### config.mk
export PLATFORM = sky130hd
export DESIGN_NAME = native_bus_arbiter
export DESIGN_NICKNAME = d
export VERILOG_FILES = /design/src/rtl/native_bus_arbiter.sv
export SDC_FILE = /design/constraint.sdc
export NUM_CORES = 1
export LEC_CHECK = 0
export BUFFER_PORTS_ARGS = -buffer_cell sky130_fd_sc_hd__buf_2
export CORE_ASPECT_RATIO = 0.5
export CORE_UTILIZATION = 49
export CTS_CLUSTER_SIZE = 10
export DETAILED_ROUTE_END_ITERATION = 10
export GPL_ROUTABILITY_DRIVEN = 0
export PLACE_DENSITY = 0.91
export SKIP_LAST_GASP = 1
export SYNTH_ARGS = -nofsm -noshare
export SYNTH_HDL_FRONTEND = slang
export SYNTH_SLANG_ARGS = --single-unit
### constraint.sdc
create_clock -name clk_i -period 5.5 [get_ports clk_i]
set_clock_uncertainty 0.05 [all_clocks]
set_input_delay 0 -clock clk_i [delete_from_list [all_inputs] [get_ports clk_i]]
set_output_delay 0 -clock clk_i [all_outputs]
set_load 0.01 [all_outputs]
### src/rtl/native_bus_arbiter.sv
// Round-robin arbiter sharing one native-bus memory port between NUM_REQ masters.
// One transaction in flight at a time; a watchdog aborts transactions whose slave never answers.
module native_bus_arbiter #(
  parameter int          NUM_REQ        = 2,
  parameter int          ADDRESS_WIDTH  = 16,
  parameter int          TIMEOUT_CYCLES = 1024,
  parameter logic [31:0] TIMEOUT_DATA   = 32'hDEADBEEF,
  localparam int         GW             = (NUM_REQ > 1) ? $clog2(NUM_REQ) : 1
) (
  input  logic                       clk_i,
  input  logic                       reset_ni,
  input  logic [NUM_REQ-1:0]         req_valid_i,
  input  logic [NUM_REQ*ADDRESS_WIDTH-1:0] req_address_i,
  input  logic [NUM_REQ*32-1:0]      req_data_i,
  input  logic [NUM_REQ*4-1:0]       req_strb_i,
  output logic [NUM_REQ-1:0]         req_ack_o,
  output logic [31:0]                req_data_o,
  output logic [ADDRESS_WIDTH-1:0]   mem_address_o,
  output logic [31:0]                mem_data_o,
  output logic [3:0]                 mem_strb_o,
  output logic                       mem_valid_o,
  input  logic [31:0]                mem_data_i,
  input  logic                       mem_valid_i,
  output logic [GW-1:0]              grant_o,
  output logic                       busy_o,
  output logic                       timeout_o
);

  localparam int             WDW      = (TIMEOUT_CYCLES > 1) ? $clog2(TIMEOUT_CYCLES) : 1;
  localparam bit             WD_EN    = (TIMEOUT_CYCLES > 0);
  localparam logic [WDW-1:0] WD_LAST  = WDW'((TIMEOUT_CYCLES > 0) ? TIMEOUT_CYCLES - 1 : 0);
  localparam logic [GW-1:0]  LAST_IDX = GW'(NUM_REQ - 1);

  typedef enum logic {
    ST_IDLE,
    ST_BUSY
  } state_e;

  state_e                   state_q, state_d;
  logic [GW-1:0]            ptr_q, ptr_d;
  logic [GW-1:0]            grant_q, grant_d;
  logic [ADDRESS_WIDTH-1:0] mem_addr_q, mem_addr_d;
  logic [31:0]              mem_data_q, mem_data_d;
  logic [3:0]               mem_strb_q, mem_strb_d;
  logic                     mem_valid_q, mem_valid_d;
  logic [NUM_REQ-1:0]       req_ack_q, req_ack_d;
  logic [31:0]              req_data_q, req_data_d;
  logic                     timeout_q, timeout_d;
  logic [WDW-1:0]           wdog_q, wdog_d;

  logic [ADDRESS_WIDTH-1:0] addr_arr [NUM_REQ];
  logic [31:0]              data_arr [NUM_REQ];
  logic [3:0]               strb_arr [NUM_REQ];

  for (genvar k = 0; k < NUM_REQ; k++) begin : g_unpack
    assign addr_arr[k] = req_address_i[k*ADDRESS_WIDTH +: ADDRESS_WIDTH];
    assign data_arr[k] = req_data_i[k*32 +: 32];
    assign strb_arr[k] = req_strb_i[k*4 +: 4];
  end

  // A requester acked last cycle is masked so it cannot be re-granted on a stale request.
  logic [NUM_REQ-1:0] eligible;
  logic               pick_valid;
  logic [GW-1:0]      pick_idx;

  assign eligible = req_valid_i & ~req_ack_q;

  // NOTE: every variable driven here gets a default first, so no path leaves it unassigned and no latch is inferred.
  always_comb begin
    pick_valid = 1'b0;
    pick_idx   = '0;
    // Walk from the farthest offset to the nearest so the closest set bit after the pointer wins.
    for (int off = NUM_REQ; off >= 1; off--) begin
      if (eligible[(int'(ptr_q) + off) % NUM_REQ]) begin
        pick_valid = 1'b1;
        pick_idx   = GW'((int'(ptr_q) + off) % NUM_REQ);
      end
    end
  end

  always_comb begin
    state_d     = state_q;
    ptr_d       = ptr_q;
    grant_d     = grant_q;
    mem_addr_d  = mem_addr_q;
    mem_data_d  = mem_data_q;
    mem_strb_d  = mem_strb_q;
    mem_valid_d = mem_valid_q;
    req_ack_d   = '0;
    req_data_d  = req_data_q;
    timeout_d   = 1'b0;
    wdog_d      = wdog_q;

    unique case (state_q)
      ST_IDLE: begin
        if (pick_valid) begin
          ptr_d       = pick_idx;
          grant_d     = pick_idx;
          mem_addr_d  = addr_arr[pick_idx];
          mem_data_d  = data_arr[pick_idx];
          mem_strb_d  = strb_arr[pick_idx];
          mem_valid_d = 1'b1;
          wdog_d      = '0;
          state_d     = ST_BUSY;
        end
      end
      ST_BUSY: begin
        // A slave response on the expiry cycle takes priority over the abort.
        if (mem_valid_i) begin
          mem_valid_d        = 1'b0;
          req_data_d         = mem_data_i;
          req_ack_d[grant_q] = 1'b1;
          state_d            = ST_IDLE;
        end else if (WD_EN && (wdog_q == WD_LAST)) begin
          mem_valid_d        = 1'b0;
          req_data_d         = TIMEOUT_DATA;
          req_ack_d[grant_q] = 1'b1;
          timeout_d          = 1'b1;
          state_d            = ST_IDLE;
        end else if (WD_EN) begin
          wdog_d = wdog_q + 1'b1;
        end
      end
      default: state_d = ST_IDLE;
    endcase
  end

  // NOTE: state registers use non-blocking assignments so every flop samples pre-edge values.
  always_ff @(posedge clk_i or negedge reset_ni) begin
    if (!reset_ni) begin
      state_q     <= ST_IDLE;
      ptr_q       <= LAST_IDX;
      grant_q     <= '0;
      mem_addr_q  <= '0;
      mem_data_q  <= '0;
      mem_strb_q  <= '0;
      mem_valid_q <= 1'b0;
      req_ack_q   <= '0;
      req_data_q  <= '0;
      timeout_q   <= 1'b0;
      wdog_q      <= '0;
    end else begin
      state_q     <= state_d;
      ptr_q       <= ptr_d;
      grant_q     <= grant_d;
      mem_addr_q  <= mem_addr_d;
      mem_data_q  <= mem_data_d;
      mem_strb_q  <= mem_strb_d;
      mem_valid_q <= mem_valid_d;
      req_ack_q   <= req_ack_d;
      req_data_q  <= req_data_d;
      timeout_q   <= timeout_d;
      wdog_q      <= wdog_d;
    end
  end

  assign req_ack_o     = req_ack_q;
  assign req_data_o    = req_data_q;
  assign mem_address_o = mem_addr_q;
  assign mem_data_o    = mem_data_q;
  assign mem_strb_o    = mem_strb_q;
  assign mem_valid_o   = mem_valid_q;
  assign grant_o       = grant_q;
  assign busy_o        = (state_q == ST_BUSY);
  assign timeout_o     = timeout_q;

endmodule

==> reports/qor.csv <==
stage,metric,value,unit
setup_path,Critical Path RT,5.65,ns
global_routing,Overflow after GRT,0,
synth,Mapped Cells,385,
setup_path,CP startpoint kind,register,
setup_path,CP Data Arrival Time,3.28,ns
clock_network,"Reg clk slew, reported paths",0.08,ns
floorplanning,die height,68.7,um
clock_network,CTS max path bufs,2,
synth,async set-reset flop share out of synthesis,100,%
sta,Setup TNS Final,0,ns
synth,"Distinct cells, synth",39,
clock_network,clk_lat worst skew,0.36,ns
synth,Yosys top cell area share,57.3,%
layout,fillers,345,
clock_network,Clock Root Buffer,clkbuf_16,
global_routing,antenna violations before repair,0,
synth,"FF+latch count, synth",101,
route,M1 WL,6.05,mm
synth,most instantiated library cell after synthesis,dfrtp_1,
synth,Yosys Warn Count,0,
route,Via density,5.71,
synth,syn nets,527,
synth,mapped cell area,0.00436,mm^2
synth,Synth top cells by count,"dfrtp_1 (100), nand2_1 (57), o21ai_0 (56), mux2i_1 (53), a221o_1 (24)",
layout,post-route cell area,0.00727,mm^2
layout,fin cells,858,
floorplanning,Initial Util,52.5,%
route,# DRC,0,
place,Placed Area,0.00560,mm^2
place,# port buffers,230,
route,DR pass1 iterations,5,
setup_path,CP Capture Type,register,
layout,fin nets,881,
global_routing,Global Route Usage Sum,37.4,%
pwr,Pwr Total,3.47,mW
sta,endpoints failing hold,0,
clock_network,CTS buffer count,9,
route,DR vias,4901,
layout,multi-input logic area,0.00172,mm^2
global_routing,first-pass GRT wire length,25.5,mm
route,Initial DRC Count,429,
global_routing,vias in the first global route,5011,
synth,Avg Synthesized Cell Area,11.3,um^2
route,max layer used,met4,
route,DR WL met3,1.12,mm
sta,final slew viol count,0,
sta,min cycle time layout,3.12,ns
floorplanning,Die Area,0.00931,mm^2
floorplanning,IO Pins,231,
sta,fmax,0.320,GHz
layout,layout cells sized above 1,35.3,%
route,wire per inst,20.1,um
synth,"Seq/Total Area, Yosys",57.9,%
route,final WL,17.2,mm
clock_network,Post-CTS Setup Bufs,0,
synth,top cell type by total area after synthesis,dfrtp_1,
floorplanning,Die X-Extent,135,um
synth,dominant cells by area after synthesis,"dfrtp_1 (57%), mux2i_1 (12%), o21ai_0 (6.4%), a221o_1 (5.5%), nand2_1 (4.9%)",
place,dpl hpwl,7.85,mm
sta,Rel. slew slack,20.2,%
layout,sequential cell area,0.00253,mm^2
sta,worst slew pin tran,1.19,ns
sta,RSZ-0062 raised after global routing,no,
sta,Worst Hold Margin,0.0805,ns
layout,Layout area overhead,66.6,%
clock_network,H-tree level count,3,
floorplanning,core area,0.00832,mm^2
outcome,status,"complete, no violations",
global_routing,pin count of the biggest net entering global routing,86,
clock_network,Num Clock Sinks,101,
floorplanning,Site Rows,23,
pwr,Leak Pwr,3.77,nW
run,Max Cap Violations,0,
synth,"EDFF count, synth",0,
place,placed cell count,702,
min_path,min-delay worst type,input port to register,
pwr,VDD IR-drop max,0.295,mV
route,met2 wire length,8.95,mm
clock_network,CTS tree,built,
setup_path,Worst Path Max Fanout,32,
synth,Synth Flop Type,dfrtp_1,
sta,part of the cycle the worst path needs,56.8,%
sta,Final setup viols,0,
route,Routed Antenna Nets,0,
setup_path,worst setup path category,register to register,
pwr,Power Dens Cells,477,mW/mm^2
[power breakdown]
part	switching (mW)	leakage, nW	internal, mW
Sequential	0.248	1.26	1.09
Combinational	0.818	2.37	0.675
Clock	0.323	0.141	0.321
[cells by family (layout without fill, tap and decap cells)]
group | count (synthesis) | in the layout | synth area share [%]
DFF | 101 | 101 | 57.9
AOI/OAI and AO/OA | 107 | 107 | 16.6
adders and majority gates | 1 | 1 | 0.287
other | 0 | 2 | 0
and+or+nand+nor | 87 | 87 | 9.46
muxes | 54 | 54 | 12.4
buffers and inverters | 35 | 394 | 3.30
[cell type report]
class | count | area share, %
clock inverter | 7 | 0.895
clock buffer | 9 | 3.10
tap | 112 | 1.93
antenna | 2 | 0.0688
multi-input combinational | 249 | 23.6
sequential | 101 | 34.8
inverter | 5 | 0.258
timing repair buffer | 373 | 35.4
[cell usage in the layout, fill, tap and decap left out, drive strengths merged, types with 2 or more instances in the layout]
| cell type | n |
|---|---|
| nand3 | 7 |
| clkbuf | 9 |
| a21o | 3 |
| nand2 | 58 |
| buf | 235 |
| mux2i | 53 |
| a21oi | 3 |
| o21bai | 2 |
| nor4b | 2 |
| or3 | 2 |
| diode | 2 |
| nand2b | 2 |
| dfrtp | 100 |
| inv | 11 |
| o21ai | 57 |
| nor3 | 2 |
| a221o | 24 |
| nand4 | 2 |
| a22oi | 2 |
| and2 | 2 |
| o22ai | 2 |
| nor2 | 4 |
| a22o | 10 |
| dlygate4sd3 | 138 |
[through the flow]
| stage | setup WS, ns | utilization, % |
|---|---|---|
| 6_report | 2.38 | 87.4 |
| 5_1_grt | 2.23 | 87.4 |
| 4_1_cts | 2.58 | 87.4 |
| 3_5_place_dp | 3.10 | 67.3 |
| 3_3_place_gp | 3.16 | 67.3 |
| 2_1_floorplan | 3.70 | - |
[worst paths after layout]
path	endpoint	from	cells after the start	slack, ns
worst max-delay path	mem_strb_o[2]	ptr_q	6	2.38
min in group asynchronous	mem_address_o[4]	reset_ni	3	0.43
max in group asynchronous	req_data_o[25]	reset_ni	3	4.28
worst max register to register	mem_strb_o[2]	ptr_q	6	2.38
worst min-delay path	wdog_q[6]	mem_valid_i	4	0.08
worst min register to register	mem_address_o[10]	mem_address_o[10]	2	0.44
[worst max-delay path, stage by stage (launching register included)]
cell           delay [ns]
dfstp_2              0.52
inv_1                0.07
o21bai_4             0.70
buf_4                0.61
mux2i_1              0.31
dlygate4sd3_1        0.59
o21ai_0              0.09
[registers in the layout, indices dropped and copies added, names as in the netlist]
signal	count
ptr_q	1
busy_o	1
mem_valid_o	1
mem_data_o	32
mem_address_o	16
req_ack_o	2
timeout_o	1
grant_o	1
mem_strb_o	4
wdog_q	10
req_data_o	32
[per-layer routing]
metal / vias up / global-route usage, %
met5: - / 0
met4: 0 / 30.1
met3: 102 / 9.36
met2: 304 / 68.5
met1: 2393 / 38.3
li1: 2102 / -
[repair_timing]
item / 4_1_cts / 5_1_grt
endpoints found under the hold margin: 100 / 0
gates resized for setup: 0 / 0
setup endpoints to repair: 0 / 0
hold buffers: 138 / 0
(Power assumes the default switching activity.)
